File: src/rtl/brisc_pkg.sv
// Shared types and sizing for the memory arbiter and its neighbours.
package brisc_pkg;

  localparam int ADDRESS_WIDTH    = 32;
  localparam int CACHE_LINE_WIDTH = 128;

  // Arbiter FSM states: idle, or serving one of the two caches.
  typedef enum logic [1:0] {
    IDLE   = 2'd0,
    BUSY_I = 2'd1,
    BUSY_D = 2'd2
  } arb_state_e;

  // Requester identity, used for round-robin bookkeeping.
  typedef enum logic {
    ICACHE = 1'b0,
    DCACHE = 1'b1
  } requester_e;

  // Map a winning requester onto the busy state that serves it.
  function automatic arb_state_e busy_state(input requester_e who);
    if (who == ICACHE) begin
      return BUSY_I;
    end else begin
      return BUSY_D;
    end
  endfunction

endpackage

File: src/rtl/mem_arbiter_if.sv
// Bundle of cache-side and memory-side signals around the arbiter.
// slave is the arbiter's view, master is the caches/memory view.
interface mem_arbiter_if #(
  parameter int ADDRESS_WIDTH    = brisc_pkg::ADDRESS_WIDTH,
  parameter int CACHE_LINE_WIDTH = brisc_pkg::CACHE_LINE_WIDTH
) ();

  logic                        i_req;
  logic                        d_req;
  logic                        i_grant;
  logic                        d_grant;
  logic [ADDRESS_WIDTH-1:0]    i_addr;
  logic [ADDRESS_WIDTH-1:0]    d_addr;
  logic [CACHE_LINE_WIDTH-1:0] i_data;
  logic [CACHE_LINE_WIDTH-1:0] d_data;
  logic                        i_write;
  logic                        d_write;
  logic                        mem_req_valid;
  logic [ADDRESS_WIDTH-1:0]    mem_req_addr;
  logic [CACHE_LINE_WIDTH-1:0] mem_req_data;
  logic                        mem_req_write;
  logic                        mem_resp;
  logic                        i_resp;
  logic                        d_resp;
  logic                        spurious_resp;

  modport slave (
    input  i_req, d_req, i_addr, d_addr, i_data, d_data, i_write, d_write, mem_resp,
    output i_grant, d_grant, mem_req_valid, mem_req_addr, mem_req_data, mem_req_write,
           i_resp, d_resp, spurious_resp
  );

  modport master (
    output i_req, d_req, i_addr, d_addr, i_data, d_data, i_write, d_write, mem_resp,
    input  i_grant, d_grant, mem_req_valid, mem_req_addr, mem_req_data, mem_req_write,
           i_resp, d_resp, spurious_resp
  );

endinterface

File: src/rtl/mem_arbiter.sv
// Round-robin arbiter sharing one memory port between icache and dcache.
// One transaction at a time; each ends with exactly one mem_resp pulse.
module mem_arbiter
  import brisc_pkg::*;
#(
  parameter int ADDRESS_WIDTH    = brisc_pkg::ADDRESS_WIDTH,
  parameter int CACHE_LINE_WIDTH = brisc_pkg::CACHE_LINE_WIDTH
) (
  input  logic          clk,
  input  logic          reset,
  mem_arbiter_if.slave  bus
);

  arb_state_e                  state_q, state_d;
  requester_e                  last_owner_q, last_owner_d;
  requester_e                  winner_s;
  logic                        first_q, first_d;
  logic                        spurious_q, spurious_d;
  logic [ADDRESS_WIDTH-1:0]    i_addr_s, d_addr_s;
  logic [CACHE_LINE_WIDTH-1:0] i_data_s, d_data_s;

  assign i_addr_s = bus.i_addr;
  assign d_addr_s = bus.d_addr;
  assign i_data_s = bus.i_data;
  assign d_data_s = bus.d_data;

  // State register: FSM state, round-robin history, request pulse and sticky error.
  always_ff @(posedge clk or negedge reset) begin
    if (!reset) begin
      state_q      <= IDLE;
      last_owner_q <= DCACHE;
      first_q      <= 1'b0;
      spurious_q   <= 1'b0;
    end else begin
      state_q      <= state_d;
      last_owner_q <= last_owner_d;
      first_q      <= first_d;
      spurious_q   <= spurious_d;
    end
  end

  // Next-state logic: arbitrate from IDLE, hold the grant until memory completes.
  always_comb begin
    state_d      = state_q;
    last_owner_d = last_owner_q;
    first_d      = 1'b0;
    spurious_d   = spurious_q;
    winner_s     = ICACHE;
    case (state_q)
      IDLE: begin
        // A completion with nothing outstanding is an error, not a transaction end.
        if (bus.mem_resp) begin
          spurious_d = 1'b1;
        end else begin
          spurious_d = spurious_q;
        end
        if (bus.i_req && bus.d_req) begin
          if (last_owner_q == ICACHE) begin
            winner_s = DCACHE;
          end else begin
            winner_s = ICACHE;
          end
        end else if (bus.d_req) begin
          winner_s = DCACHE;
        end else begin
          winner_s = ICACHE;
        end
        if (bus.i_req || bus.d_req) begin
          state_d      = busy_state(winner_s);
          last_owner_d = winner_s;
          first_d      = 1'b1;
        end else begin
          state_d = IDLE;
        end
      end
      BUSY_I, BUSY_D: begin
        // Requester dropping req does not abort; only mem_resp ends the transaction.
        if (bus.mem_resp) begin
          state_d = IDLE;
        end else begin
          state_d = state_q;
        end
      end
      default: begin
        state_d = IDLE;
      end
    endcase
  end

  // Output decode: grants and forwarded request from state, completion routed to owner.
  always_comb begin
    bus.i_grant       = 1'b0;
    bus.d_grant       = 1'b0;
    bus.mem_req_addr  = {ADDRESS_WIDTH{1'b0}};
    bus.mem_req_data  = {CACHE_LINE_WIDTH{1'b0}};
    bus.mem_req_write = 1'b0;
    bus.i_resp        = 1'b0;
    bus.d_resp        = 1'b0;
    bus.mem_req_valid = first_q;
    bus.spurious_resp = spurious_q;
    case (state_q)
      BUSY_I: begin
        bus.i_grant       = 1'b1;
        bus.mem_req_addr  = i_addr_s;
        bus.mem_req_data  = i_data_s;
        bus.mem_req_write = bus.i_write;
        bus.i_resp        = bus.mem_resp;
      end
      BUSY_D: begin
        bus.d_grant       = 1'b1;
        bus.mem_req_addr  = d_addr_s;
        bus.mem_req_data  = d_data_s;
        bus.mem_req_write = bus.d_write;
        bus.d_resp        = bus.mem_resp;
      end
      default: begin
        bus.i_grant = 1'b0;
      end
    endcase
  end

endmodule

File: src/flat_wrapper.sv
// flat-port wrapper written by rule: the top's interface ports become plain ports
module mem_arbiter_flat import brisc_pkg::*;
#(
  parameter int ADDRESS_WIDTH    = brisc_pkg::ADDRESS_WIDTH,
  parameter int CACHE_LINE_WIDTH = brisc_pkg::CACHE_LINE_WIDTH
)
  (clk, reset, bus_i_req, bus_d_req, bus_i_addr, bus_d_addr, bus_i_data, bus_d_data, bus_i_write, bus_d_write, bus_mem_resp, bus_i_grant, bus_d_grant, bus_mem_req_valid, bus_mem_req_addr, bus_mem_req_data, bus_mem_req_write, bus_i_resp, bus_d_resp, bus_spurious_resp);
  mem_arbiter_if #(.ADDRESS_WIDTH(ADDRESS_WIDTH), .CACHE_LINE_WIDTH(CACHE_LINE_WIDTH)) bus_i ();
  input  logic clk;
  input  logic reset;
  input wire logic [$bits(bus_i.i_req)-1:0] bus_i_req;
  input wire logic [$bits(bus_i.d_req)-1:0] bus_d_req;
  input wire logic [$bits(bus_i.i_addr)-1:0] bus_i_addr;
  input wire logic [$bits(bus_i.d_addr)-1:0] bus_d_addr;
  input wire logic [$bits(bus_i.i_data)-1:0] bus_i_data;
  input wire logic [$bits(bus_i.d_data)-1:0] bus_d_data;
  input wire logic [$bits(bus_i.i_write)-1:0] bus_i_write;
  input wire logic [$bits(bus_i.d_write)-1:0] bus_d_write;
  input wire logic [$bits(bus_i.mem_resp)-1:0] bus_mem_resp;
  output wire logic [$bits(bus_i.i_grant)-1:0] bus_i_grant;
  output wire logic [$bits(bus_i.d_grant)-1:0] bus_d_grant;
  output wire logic [$bits(bus_i.mem_req_valid)-1:0] bus_mem_req_valid;
  output wire logic [$bits(bus_i.mem_req_addr)-1:0] bus_mem_req_addr;
  output wire logic [$bits(bus_i.mem_req_data)-1:0] bus_mem_req_data;
  output wire logic [$bits(bus_i.mem_req_write)-1:0] bus_mem_req_write;
  output wire logic [$bits(bus_i.i_resp)-1:0] bus_i_resp;
  output wire logic [$bits(bus_i.d_resp)-1:0] bus_d_resp;
  output wire logic [$bits(bus_i.spurious_resp)-1:0] bus_spurious_resp;
  assign bus_i.i_req = bus_i_req;
  assign bus_i.d_req = bus_d_req;
  assign bus_i.i_addr = bus_i_addr;
  assign bus_i.d_addr = bus_d_addr;
  assign bus_i.i_data = bus_i_data;
  assign bus_i.d_data = bus_d_data;
  assign bus_i.i_write = bus_i_write;
  assign bus_i.d_write = bus_d_write;
  assign bus_i.mem_resp = bus_mem_resp;
  assign bus_i_grant = bus_i.i_grant;
  assign bus_d_grant = bus_i.d_grant;
  assign bus_mem_req_valid = bus_i.mem_req_valid;
  assign bus_mem_req_addr = bus_i.mem_req_addr;
  assign bus_mem_req_data = bus_i.mem_req_data;
  assign bus_mem_req_write = bus_i.mem_req_write;
  assign bus_i_resp = bus_i.i_resp;
  assign bus_d_resp = bus_i.d_resp;
  assign bus_spurious_resp = bus_i.spurious_resp;
  mem_arbiter #(.ADDRESS_WIDTH(ADDRESS_WIDTH), .CACHE_LINE_WIDTH(CACHE_LINE_WIDTH)) u_core (.clk(clk), .reset(reset), .bus(bus_i));
endmodule
File: config.mk
export PLATFORM = sky130hd
export DESIGN_NAME = mem_arbiter_flat
export DESIGN_NICKNAME = d
export VERILOG_FILES = /design/src/rtl/brisc_pkg.sv /design/src/rtl/mem_arbiter_if.sv /design/src/rtl/mem_arbiter.sv /design/src/flat_wrapper.sv
export SDC_FILE = /design/constraint.sdc
export NUM_CORES = 1
export LEC_CHECK = 0
export CORE_AREA = 2 2 192 194
export DETAILED_ROUTE_END_ITERATION = 6
export DIE_AREA = 0 0 194 196
export PLACE_DENSITY = 0.48
export SYNTH_ARGS = -nofsm -noshare
export SYNTH_HDL_FRONTEND = slang
export SYNTH_SLANG_ARGS = --single-unit
File: constraint.sdc
create_clock -name clk -period 1.5 [get_ports clk]
set_input_delay 0.3 -clock clk [delete_from_list [all_inputs] [get_ports clk]]
set_output_delay 0.3 -clock clk [all_outputs]
set_load 0.03 [all_outputs]
# [Yosys cells after proc, flatten, opt, wreduce, memory -nomap -nowiden]
# Cells that the tools add are included.
[totals] reg_bits=5 wordCells=30 in_bits=327 out_inout_bits=167
[op_classes] eq_ne=3 muxes=17 n_reduce_logical=6
[ops] op="$pmux 128 s2" count=1
[ops] op="$pmux 32 s2" count=1
[ops] op="$mux 1" count=10
[ops] op="$mux 2" count=3
[ops] op="$pmux 2 s2" count=1
[ops] op="$reduce_and 2->1" count=2
[ops] op="$eq 2x1->1 const B" count=1
[ops] op="$eq 2x2->1 const B" count=1
[ops] op="$logic_not 2->1" count=1
[ops] op="$ne 2x2->1 const B" count=1
[ops] op="$pmux 1 s2" count=1
[ops] op="$reduce_or 2->1" count=1
[ops] op="$logic_and 1x1->1" count=1
[ops] op="$logic_or 1x1->1" count=1

# [Longest topological paths before layout]
# Gate-level depths: netlist (run 1).
[depth] ltp_word=6 mapped_depth=7 depth_no_buf=4

# [Least setup slack after synthesis (run 1)]
# OpenSTA, ideal clock, no wires.
[synth_timing] path_kind="flip-flop to output port" startpoint="reg u_core.state_q[1]" endpoint="out bus_mem_req_addr[0]" path_slack_ns=-0.611 arrival_ns=1.811 n_path_buf=3 stages_incl_launch_ff=8 required_time_ns=1.200 cell_sequence="dfrtp_1 inv_1 ha_1 buf_4 buf_6 buf_6 a22oi_2 nor2b_1"
[synth_via] elab_chain_cells=2 word_cells_on_any_way=3 classes_between="eq/ne: 2; mux: 1"
[synth_lines] item="start, declared" line="mem_arbiter.sv:14" rtl="arb_state_e state_q, state_d;"
[synth_lines] item="start signal, assigned" line="mem_arbiter.sv:35" rtl="state_q <= state_d;"
[synth_lines] item="$eq 2x2->1 / $eq 2x1->1 (equally long branches)" line="mem_arbiter.sv:101" rtl="case (state_q)"
[synth_lines] item="$pmux 32 s2 (*)" line="mem_arbiter.sv:101"
[synth_lines] item="end, declared" line="flat_wrapper.sv:23" rtl="output wire logic [$bits(bus_i.mem_req_addr)-1:0] bus_mem_req_addr;"
# Every way passes the cells marked *; elsewhere a longest branch is shown, timed or not.

# [Final worst setup path (run 1)]
[layout_timing] startpoint="reg u_core.state_q[1]" endpoint="out bus_mem_req_addr[25]"
# The elaborated chain is that of the path after synthesis.

==> flow_summary.json, run 1 <==
{
  "hold_viol": 0,
  "ir_drop_v": 0.00105,
  "syn-num-nets": 733,
  "grt_pass1_vias": 5875,
  "hold_slack_ps": 305,
  "cp_max_fo": 9,
  "die_w_um": 194,
  "totalPowerFinal_mw": 20.4,
  "num-nets-final": 1281,
  "antenna_found_initial": 1,
  "areaGrowthSynthToFinish_pct": 246,
  "core_region_area_um2": 36100,
  "clock_path_buffers": 2,
  "p_per_area_nw_per_um2": 1660,
  "dp_cells": 1377,
  "dp_hpwl_um": 22300,
  "leakage_nw": 4.36,
  "report.final.slew_viol_count": 0,
  "start_kind": "register",
  "grt_overflow": 0,
  "drtIter0Drc": 102,
  "io_pins": 494,
  "ys_types": 22,
  "utilization_pct": 34.1,
  "tns_ps": -84450,
  "fillers": 3578,
  "syn_avg_cell_area_um2": 8.85,
  "grt_max_degree": 26,
  "setup_viol": 167,
  "synth_cells": 402,
  "vias": 5555,
  "post-route-drc-count": 0,
  "grt_pass1_wl_um": 37900,
  "cts.sinks": 5,
  "io_buffers": 493,
  "worst_ep_required_time_ps": 1200,
  "ys_seq_area_share_pct": 3.55,
  "ant_nets": 0,
  "tightest_slew_ps": 360,
  "critPathCaptureType": "output port",
  "status": "finished with violations",
  "cts_tree": "done",
  "synth_warnings": 0,
  "gp_congestion": 0.809,
  "rsz0062_at_grt": "true",
  "max_cap_violations": 0,
  "min_period_over_period_pct": 140,
  "syn_area_um2": 3560,
  "hold_path_class": "input pin to asynchronous set/reset pin",
  "drt-total-wl_um": 28800,
  "htreeDepth": 1,
  "initial_core_util_pct": 9.86,
  "die_h_um": 196,
  "routedWlPerCell_um": 20.3,
  "avgViaCountPerCell": 3.91,
  "insertion_delay_ps": 230,
  "fin_cells": 1419,
  "fmax_ghz": 0.475,
  "finalWorstSetupSlack_ps": -604,
  "timing.final.crit_period_ps": 2100,
  "arrival_ps": 1800,
  "critPathKind": "register to output port",
  "dr.pass1.iters": 4,
  "synth-seq-cells": 5,
  "cts-root-buf": "clkbuf_16",
  "grt_use_total_pct": 13.0,
  "violations": "negative setup slack",
  "design.die.area_um2": 38000,
  "core.rowCount": 70,
  "fin_skew_ps": 2.17,
  "relSlewSlack_pct": 75.9,
  "drive_above_1_share_pct": 61.4,
  "numCtsBuffers": 3,
  "cts.clk_slew.worst_paths_ps": 30
}
through the flow:
step / cell area, um^2 / setup WS, ps
6_report: 12300 / -604
5_1_grt: 12300 / -656
4_1_cts: 11500 / -593
3_5_place_dp: 10600 / -388
3_3_place_gp: 10600 / -410
2_1_floorplan: 4530 / -349
worst max-delay path: stages, from the launching register on:
cell and delay, ps:
dfrtp_1 410, inv_2 90, ha_4 350, buf_12 190, buf_4 170, nor2b_2 210, buf_12 140
layer usage:
metal,global-route usage [%],share of wire (%),vias up
li1,-,-,2605
met1,13.8,37,2618
met5,0,0,-
met3,3.16,7.3,18
met2,25.7,54,314
met4,2.64,1.7,0
power by group:
group	switching [mW]	internal, mW	total [mW]
sequential	0.0338	0.192	0.226
combinational	8.61	11.1	19.7
clock	0.0926	0.353	0.445
total	8.73	11.7	20.4
registers in the layout (all words and copies together), names as in the netlist:
name                      count
u_core.last_owner_q           1
u_core.bus.mem_req_valid      1
u_core.bus.spurious_resp      1
u_core.state_q                2
cell usage after synthesis (all sizes together):
| library cell | instances | area (um^2) |
|---|---|---|
| a21bo | 1 | 10.0 |
| a21o | 1 | 7.51 |
| a22oi | 161 | 1710 |
| and2 | 3 | 18.8 |
| buf | 38 | 400 |
| clkbuf | 16 | 60.1 |
| dfrtp | 4 | 100 |
| dfstp | 1 | 26.3 |
| ha | 4 | 50.1 |
| inv | 2 | 7.51 |
| nand2 | 2 | 7.51 |
| nand3b | 2 | 15.0 |
| nor2b | 163 | 1120 |
| o21a | 1 | 7.51 |
| o21ai | 1 | 5.00 |
| o31ai | 2 | 15.0 |
final cells by class:
type / count / area (um^2) / share of cell area [%]
Clock buffer: 4 / 78.8 / 0.641
Multi-Input combinational cell: 341 / 4180 / 34.0
Inverter: 2 / 7.51 / 0.0610
Tap cell: 468 / 586 / 4.76
Timing Repair Buffer: 597 / 7320 / 59.5
Sequential cell: 5 / 126 / 1.03
Antenna cell: 2 / 5.00 / 0.0407
layout by cell type (no fill, tap or decap):
cell type / netlist / final
nand3b_1: 2 / 2
diode_2: 0 / 2
nor2b_4: 0 / 132
clkbuf_16: 0 / 18
inv_2: 0 / 2
ha_4: 0 / 4
o21a_1: 1 / 1
a21bo_2: 1 / 1
buf_4: 1 / 32
a21o_1: 1 / 1
dlymetal6s2s_1: 0 / 2
nor2b_2: 40 / 30
clkdlybuf4s50_1: 0 / 326
nand2_1: 2 / 2
a22oi_2: 100 / 137
and2_4: 0 / 2
clkbuf_1: 16 / 1
nor2b_1: 123 / 1
o21ai_0: 1 / 1
o31ai_2: 0 / 2
dfrtp_1: 4 / 4
buf_6: 10 / 117
dfstp_2: 1 / 1
buf_16: 0 / 8
buf_8: 4 / 13
and2_1: 3 / 1
buf_12: 7 / 84
a22oi_1: 61 / 24
cell families after synthesis:
group                    synth area share (%)
flip-flops                               3.55
adder cells (fa/ha/maj)                  1.41
buffers and inverters                    13.1
AND/OR/NAND/NOR                          32.6
AO/OA/AOI/OAI                            49.3
worst paths after layout:
kind | startpoint | endpoint | slack (ps) | depth (start not counted)
worst max-delay path | u_core.state_q[1] | bus_mem_req_addr[25] | -600 | 6
worst min-delay path | reset | u_core.bus.mem_req_valid | 300 | 1
worst max register to register | u_core.state_q[1] | u_core.state_q[0] | -110 | 7
worst min register to register | u_core.bus.spurious_resp | u_core.bus.spurious_resp | 440 | 1
max in group asynchronous | reset | u_core.last_owner_q | 930 | 1
min in group clk | u_core.bus.spurious_resp | u_core.bus.spurious_resp | 440 | 1
repair_timing:
item | CTS | global route
setup endpoints to repair | 169 | 169
gates resized for setup | 103 | 114
endpoints found under the hold margin | 0 | 0
buffers inserted | 11 | 5
cloned | 7 | 16
hold buffers | 0 | 0
pin swaps | 54 | 32
(Power assumes the default switching activity.)
==> run 2: changes to the inputs <==
Settings changed: SKIP_CTS_REPAIR_TIMING from default to 1.
==> run 2 against run 1 <==
Against the previous run: the flow still finishes with violations (negative setup slack); core utilization decreased by 1.1 points; critical endpoint is now bus_mem_req_data[94]; sequential cell count unchanged; via count decreased by 1.3%; highest routed layer unchanged; clock power about the same; hold slack improved by 1.9 ps; total power decreased by 7.1%; non-clock buffer count decreased by 8; worst setup slack improved by 36 ps; fmax increased by 1.7%; wire length decreased by 2.8%; combinational power decreased by 7%; cell count decreased by 0.56%.
==> flow_summary.json, run 2 (synthesis results as in run 1) <==
{
  "status": "finished with violations",
  "violations": "negative setup slack",
  "p_comb_share_pct": 96.4,
  "ant_nets": 0,
  "start_kind": "register",
  "cp_slowest_cell": "dfrtp_2",
  "report.final.slew_viol_count": 0,
  "max_cap_violations": 0,
  "design.die.area_um2": 38000,
  "fmax_ghz": 0.484,
  "cp_max_fo": 12,
  "grt_max_degree": 26,
  "grt_pass1_wl_um": 36200,
  "layout_commonest_cell": "clkdlybuf4s50_1",
  "power.internal_mw": 10.6,
  "met2WireLength_um": 15300,
  "cts_tree": "done",
  "relSlewSlack_pct": 75.8,
  "critPathTopFamily": "buffers and inverters",
  "final_cell_mix": "clkdlybuf4s50_1, a22oi_2, nor2b_4",
  "cp_common_cell": "buf_12",
  "io_buffers": 493,
  "finalWorstSetupSlack_ps": -568,
  "p_switching_mw": 8.33,
  "gp_congestion": 0.809,
  "areaGrowthSynthToFinish_pct": 235,
  "dp_hpwl_um": 22300,
  "crit_chain": "ha_4, buf_12, buf_6, a22oi_2, nor2b_4, buf_12",
  "grt_use_total_pct": 12.3,
  "p_per_area_nw_per_um2": 1590,
  "seq_power_share_pct": 1.2,
  "cts-root-buf": "clkbuf_16",
  "grt_overflow": 0,
  "insertion_delay_ps": 230,
  "setup_viol": 167,
  "initial_core_util_pct": 9.86,
  "reg2regPathDepth": 6,
  "drt-total-wl_um": 28000,
  "fin_skew_ps": 2.46,
  "numCtsBuffers": 3,
  "path_buf_inv": 3,
  "core.rowCount": 70,
  "die_w_um": 194,
  "rsz0062_at_grt": "true",
  "critPathCaptureType": "output port",
  "fin_cells": 1411,
  "largest_reg_flops": 2,
  "arrival_ps": 1770,
  "switching_share_pct": 43.9,
  "dr.pass1.iters": 4,
  "hold_viol": 0,
  "antenna_found_initial": 1,
  "critPathKind": "register to output port",
  "tns_ps": -76910,
  "cts.sinks": 5,
  "dr.max_layer_used": "met4",
  "clockPowerShare_pct": 2.3,
  "worst_ep_required_time_ps": 1200,
  "io_pins": 494,
  "worst-path-stages": 6,
  "avgViaCountPerCell": 3.89,
  "clock_path_buffers": 2,
  "cp_slowest_stage_delay_ps": 440,
  "drive_above_1_share_pct": 61.7,
  "vias": 5485,
  "hold_path_class": "input pin to asynchronous set/reset pin",
  "tightest_slew_ps": 362,
  "post-route-drc-count": 0,
  "dp_cells": 1377,
  "cts.clk_slew.worst_paths_ps": 30,
  "ir_drop_v": 0.000952,
  "regMostFlops": "u_core.state_q",
  "routedWlPerCell_um": 19.8,
  "timing.final.crit_period_ps": 2070,
  "htreeDepth": 1,
  "m1WireLength_um": 10100,
  "core_region_area_um2": 36100,
  "num-nets-final": 1273,
  "grt_pass1_vias": 5733,
  "drtIter0Drc": 91,
  "min_period_over_period_pct": 138,
  "leakage_nw": 4.21,
  "dr_wl_met3_um": 2070,
  "die_h_um": 196,
  "totalPowerFinal_mw": 19.0
}
==> run 2: cell count changes in the layout (fill, tap and decap cells not counted), sizes merged <==
cell | before | now
clkbuf | 19 | 16
buf | 254 | 249
==> run 2: final timing paths <==
kind / startpoint / end / slack (ps)
max: u_core.state_q[1] / bus_mem_req_data[94] / -570
min: reset / u_core.bus.mem_req_valid / 310
max reg2reg: u_core.state_q[1] / u_core.state_q[0] / -60
min reg2reg: u_core.bus.spurious_resp / u_core.bus.spurious_resp / 440
max in group asynchronous: reset / u_core.last_owner_q / 930
min in group clk: u_core.bus.spurious_resp / u_core.bus.spurious_resp / 440
==> run 2: through the flow <==
stage	util (%)	cell area [um^2]	hold slack, ps	worst slack, ps
finish	33.0	11900	306	-568
global route	33.0	11900	322	-620
CTS	29.7	10700	314	-631
detailed placement	29.4	10600	444	-388
global placement	29.4	10600	440	-410
floorplan	-	4530	4.41	-349
==> run 2: final cells by class <==
type                       count  area, um^2
clock buffer                   4        78.8
multi-input combinational    341        4200
fill                        3635       24200
tap                          468         586
timing repair buffer         589        6910
sequential                     5         128
inverter                       2        10.0
antenna                        2        5.00
==> run 2: power by group through the flow <==
stage	Clock, mW	Combinational [mW]	Sequential, mW
global route	0.462	19.2	0.243
floorplan	0	9.60	0.259
CTS	0.449	15.8	0.225
global placement	0	15.7	0.227
finish	0.442	18.3	0.232
detailed placement	0	15.7	0.229
==> run 2: worst reg2reg max path, cell delays in order (launching register included) <==
cell and delay [ps]:
dfrtp_2 440, inv_4 90, ha_4 240, buf_12 170, buf_4 160, nor2b_1 140
o31ai_1 230
==> run 2: metal layers <==
layer	track usage (%)	up-vias
li1	-	2572
met1	13.2	2569
met2	24.1	320
met3	3.04	24
met4	2.47	0
met5	0	-
==> RTL change 1: new RTL, flow settings as in run 1 <==
The 3 states of `arb_state_e` get a one-hot encoding in 3 bits.
--- a/src/rtl/brisc_pkg.sv
+++ b/src/rtl/brisc_pkg.sv
@@ -6,8 +6,8 @@
 
   // Arbiter FSM states: idle, or serving one of the two caches.
-  typedef enum logic [1:0] {
-    IDLE   = 2'd0,
-    BUSY_I = 2'd1,
-    BUSY_D = 2'd2
+  typedef enum logic [2:0] {
+    IDLE   = 3'b001,
+    BUSY_I = 3'b010,
+    BUSY_D = 3'b100
   } arb_state_e;
 
Check against the original RTL: no difference found for any inputs over 10 cycles, from zero or initial values and one cycle with reset low; not proved beyond that.
==> RTL change 1 against run 1 <==
The flow still finishes with violations (setup timing); via count decreased by 25%; critical endpoint is now bus_mem_req_data[86]; worst setup slack better by 0.13 ns; critical path type unchanged; critical path depth down 1; power fell by 53%; sequential power grew 43%; area after synthesis is 45% lower; clock power is 3% lower; synthesized cell count down 45%; clock skew decreased by 0.00077 ns; die area did not move; final cell count down 15%; cell area down 31%; highest routed layer unchanged; sequential cell count increased by 1; routed wire length shrank 39%.
==> RTL change 1: results <==
group,metric,value,unit
power_and_ir_drop,p_int,5.22,mW
layout,bufAreaShareNonClock,66.1,%
layout,fill_cells,3888,
logic_synthesis,synth-xor-area-share,0.447,%
timing,setup_viol,165,
logic_synthesis,synth_compound_area_share,74.1,%
detailed_routing,routed_via_density,3.46,
setup_path,r2r_end,"u_core.last_owner_q",
setup_path,cpPeakStageDelay,0.39,ns
setup_path,regToRegSetupSlack,0.18,ns
logic_synthesis,seq_area_frac_synth,7.79,%
detailed_routing,routed_wl,17600,µm
global_route,grtUsageMet3,2.01,%
setup_path,worstPathMaxFanout,23,
timing,max_slew_margin,77.7,%
timing,finalWorstSetupSlack,-0.474,ns
power_and_ir_drop,pg_clk,0.431,mW
setup_path,rr_worst_depth,4,
global_route,grt_max_degree,32,
logic_synthesis,synth_area_leaders,"a22o_1 72%, buf_6 5.7%, buf_2 5.4%",
outcome,outcome,"finished, violations left",
detailed_routing,wl_met2,9390,µm
global_route,grtUsageTotal,8.31,%
layout,seq_area,153,µm²
setup_path,arrival,1.67,ns
timing,clock_skew,0.00141,ns
outcome,violations,"setup timing",
layout,multi_input_area,2070,µm²
logic_synthesis,avgSynthCellArea,8.83,µm²
[RTL change 1: cell count changes in the layout (fill, tap and decap cells not counted), moves of 4 or more]
| cell | delta |
|---|---|
| a22oi_2 | -137 |
| nor2b_4 | -132 |
| a22o_2 | +118 |
| buf_12 | -61 |
| buf_4 | +50 |
| a22o_4 | +41 |
| nor2b_2 | -30 |
| a22oi_1 | -23 |
| clkbuf_16 | -15 |
| buf_8 | -13 |
| buf_16 | -7 |
| buf_6 | -5 |
| ha_4 | -4 |
[RTL change 1: stage by stage]
step / TNS [ns] / cell area [µm²]
global placement: -31.67 / 7870
CTS: -70.41 / 8370
floorplan: -2.92 / 2380
detailed placement: -34.32 / 7870
global route: -77.32 / 8530
finish: -67.70 / 8530
[RTL change 1: timing repair]
action	CTS	global route
gates resized for setup	95	32
setup endpoints to repair	166	166
buffers inserted	8	0
pin swaps	1	0
==> RTL change 2: new RTL, settings of run 1 <==
Made on the original files. `ADDRESS_WIDTH`: 32 -> 16.
--- a/src/rtl/brisc_pkg.sv
+++ b/src/rtl/brisc_pkg.sv
@@ -2,5 +2,5 @@
 package brisc_pkg;
 
-  localparam int ADDRESS_WIDTH    = 32;
+  localparam int ADDRESS_WIDTH    = 16;
   localparam int CACHE_LINE_WIDTH = 128;
 
Interface: changed (resized bus_d_addr, bus_i_addr and bus_mem_req_addr); port bits go from 494 to 446. The function was not compared with the original's and may differ.
==> RTL change 2 against run 1 <==
The run still ends with setup timing left; worst setup slack improved by 0.066 ns; sequential share of layout area is 0.22 points higher; combinational power shrank 22%; count of clock-buffer cells in the layout is the same; worst hold slack got worse by 0.0025 ns; sequential cell count is the same; routed wire length is 21% lower; fmax grew 3.3%; area after synthesis down 19%; clock skew is 0.0016 ns lower; cell area shrank 17%; power decreased by 22%; utilization is 5.9 points lower; largest power group unchanged.
==> RTL change 2: results <==
group,metric,value,unit
setup_path,rr_startpoint,"u_core.state_q[0]",
setup_path,arrival,1.74,ns
global_route,grtUsageMet3,2.36,%
floorplan,die_width,194,µm
global_route,antenna_found_initial,0,
layout,drive_gt1_share,59.9,%
detailed_routing,drt_iter0_markers,63,
placement,dp.cells,1290,
logic_synthesis,synth_area_leaders,"nor2b_1 32%, a22oi_2 26%, a22oi_1 22%",
layout,largest_reg_flops,2,
layout,diodes,0,
layout,fill_cells,3773,
detailed_routing,wl_met3,1890,µm
logic_synthesis,ys.flop_type,"dfrtp_1",
detailed_routing,met1Wirelength,7730,µm
cts,post_cts_buffers,8,
setup_path,cp-endpoint,"bus_mem_req_data[2]",
logic_synthesis,async_reset_ff_share,100,%
power_and_ir_drop,sw_frac_of_total,45.2,%
detailed_routing,routed_via_density,3.77,
placement,place_congestion,0.765,
logic_synthesis,synth_common_cells,"147 x nor2b_1, 85 x a22oi_1, 60 x a22oi_2, 20 x buf_2, 14 x clkbuf_1",
global_route,grt_pass1_wl,30000,µm
flow_run,timing.max_cap.violations,0,
outcome,outcome,"finished, violations left",
timing,tightestPinTransition,0.360,ns
global_route,grt_pass1_vias,5226,
logic_synthesis,syn-num-nets,663,
setup_path,regToRegSetupSlack,-0.03,ns
logic_synthesis,synthCells,364,
layout,nets,1153,
detailed_routing,first_pass_iters,4,
power_and_ir_drop,vdd_drop_max,849,µV
power_and_ir_drop,leakagePower,3.63,nW
logic_synthesis,ys_types,21,
setup_path,rr_worst_depth,6,
cts,numCtsBuffers,3,
global_route,grtUsageMet2,20.2,%
logic_synthesis,seq_area_frac_synth,4.36,%
global_route,grt_max_degree,65,
detailed_routing,routedWlPerCell,17.1,µm
detailed_routing,wl_met2,12100,µm
cts,cts_resized,85,
outcome,violations,"setup timing",
timing,setup_viol,150,
timing,clock_skew,0.000624,ns
placement,dp_hpwl,16800,µm
timing,finalWorstSetupSlack,-0.537,ns
global_route,grtUsageTotal,9.97,%
detailed_routing,routed_wl,22700,µm
global_route,use_met1,10.2,%
placement,port-buffer-count,445,
## RTL change 2: area by class of cell
class / count / area, µm² / share of cell area, %
Sequential cell: 5 / 126 / 1.24
Inverter: 2 / 7.51 / 0.0739
Multi-Input combinational cell: 309 / 3580 / 35.3
Timing Repair Buffer: 533 / 5780 / 56.9
Tap cell: 468 / 586 / 5.76
Clock buffer: 4 / 78.8 / 0.776
## RTL change 2: cells by family (layout without fill, tap and decap cells)
family | count (synthesis) | in the layout | synth area share (%)
AOI/OAI and AO/OA | 151 | 151 | 49.5
adders and majority gates | 4 | 4 | 1.73
buffers and inverters | 50 | 539 | 11.3
DFF | 5 | 5 | 4.36
and+or+nand+nor | 154 | 154 | 33.2
## RTL change 2: power by group through the flow
| stage | sequential, mW | combinational (mW) | clock (mW) |
|---|---|---|---|
| floorplan | 0.259 | 7.87 | 0 |
| global placement | 0.229 | 12.5 | 0 |
| detailed placement | 0.229 | 12.4 | 0 |
| CTS | 0.229 | 13.4 | 0.452 |
| global route | 0.236 | 16.0 | 0.455 |
| finish | 0.229 | 15.3 | 0.444 |
## RTL change 2: through the flow
| step | worst slack (ns) | instance area, µm² | setup TNS (ns) | utilization, % | hold slack, ns |
|---|---|---|---|---|---|
| floorplan | -0.325 | 3720 | -36.19 | - | 0.00441 |
| global placement | -0.363 | 8870 | -39.36 | 24.6 | 0.457 |
| detailed placement | -0.374 | 8870 | -40.82 | 24.6 | 0.464 |
| CTS | -0.564 | 9430 | -73.41 | 26.1 | 0.316 |
| global route | -0.601 | 10200 | -80.84 | 28.1 | 0.331 |
| finish | -0.537 | 10200 | -70.94 | 28.1 | 0.302 |
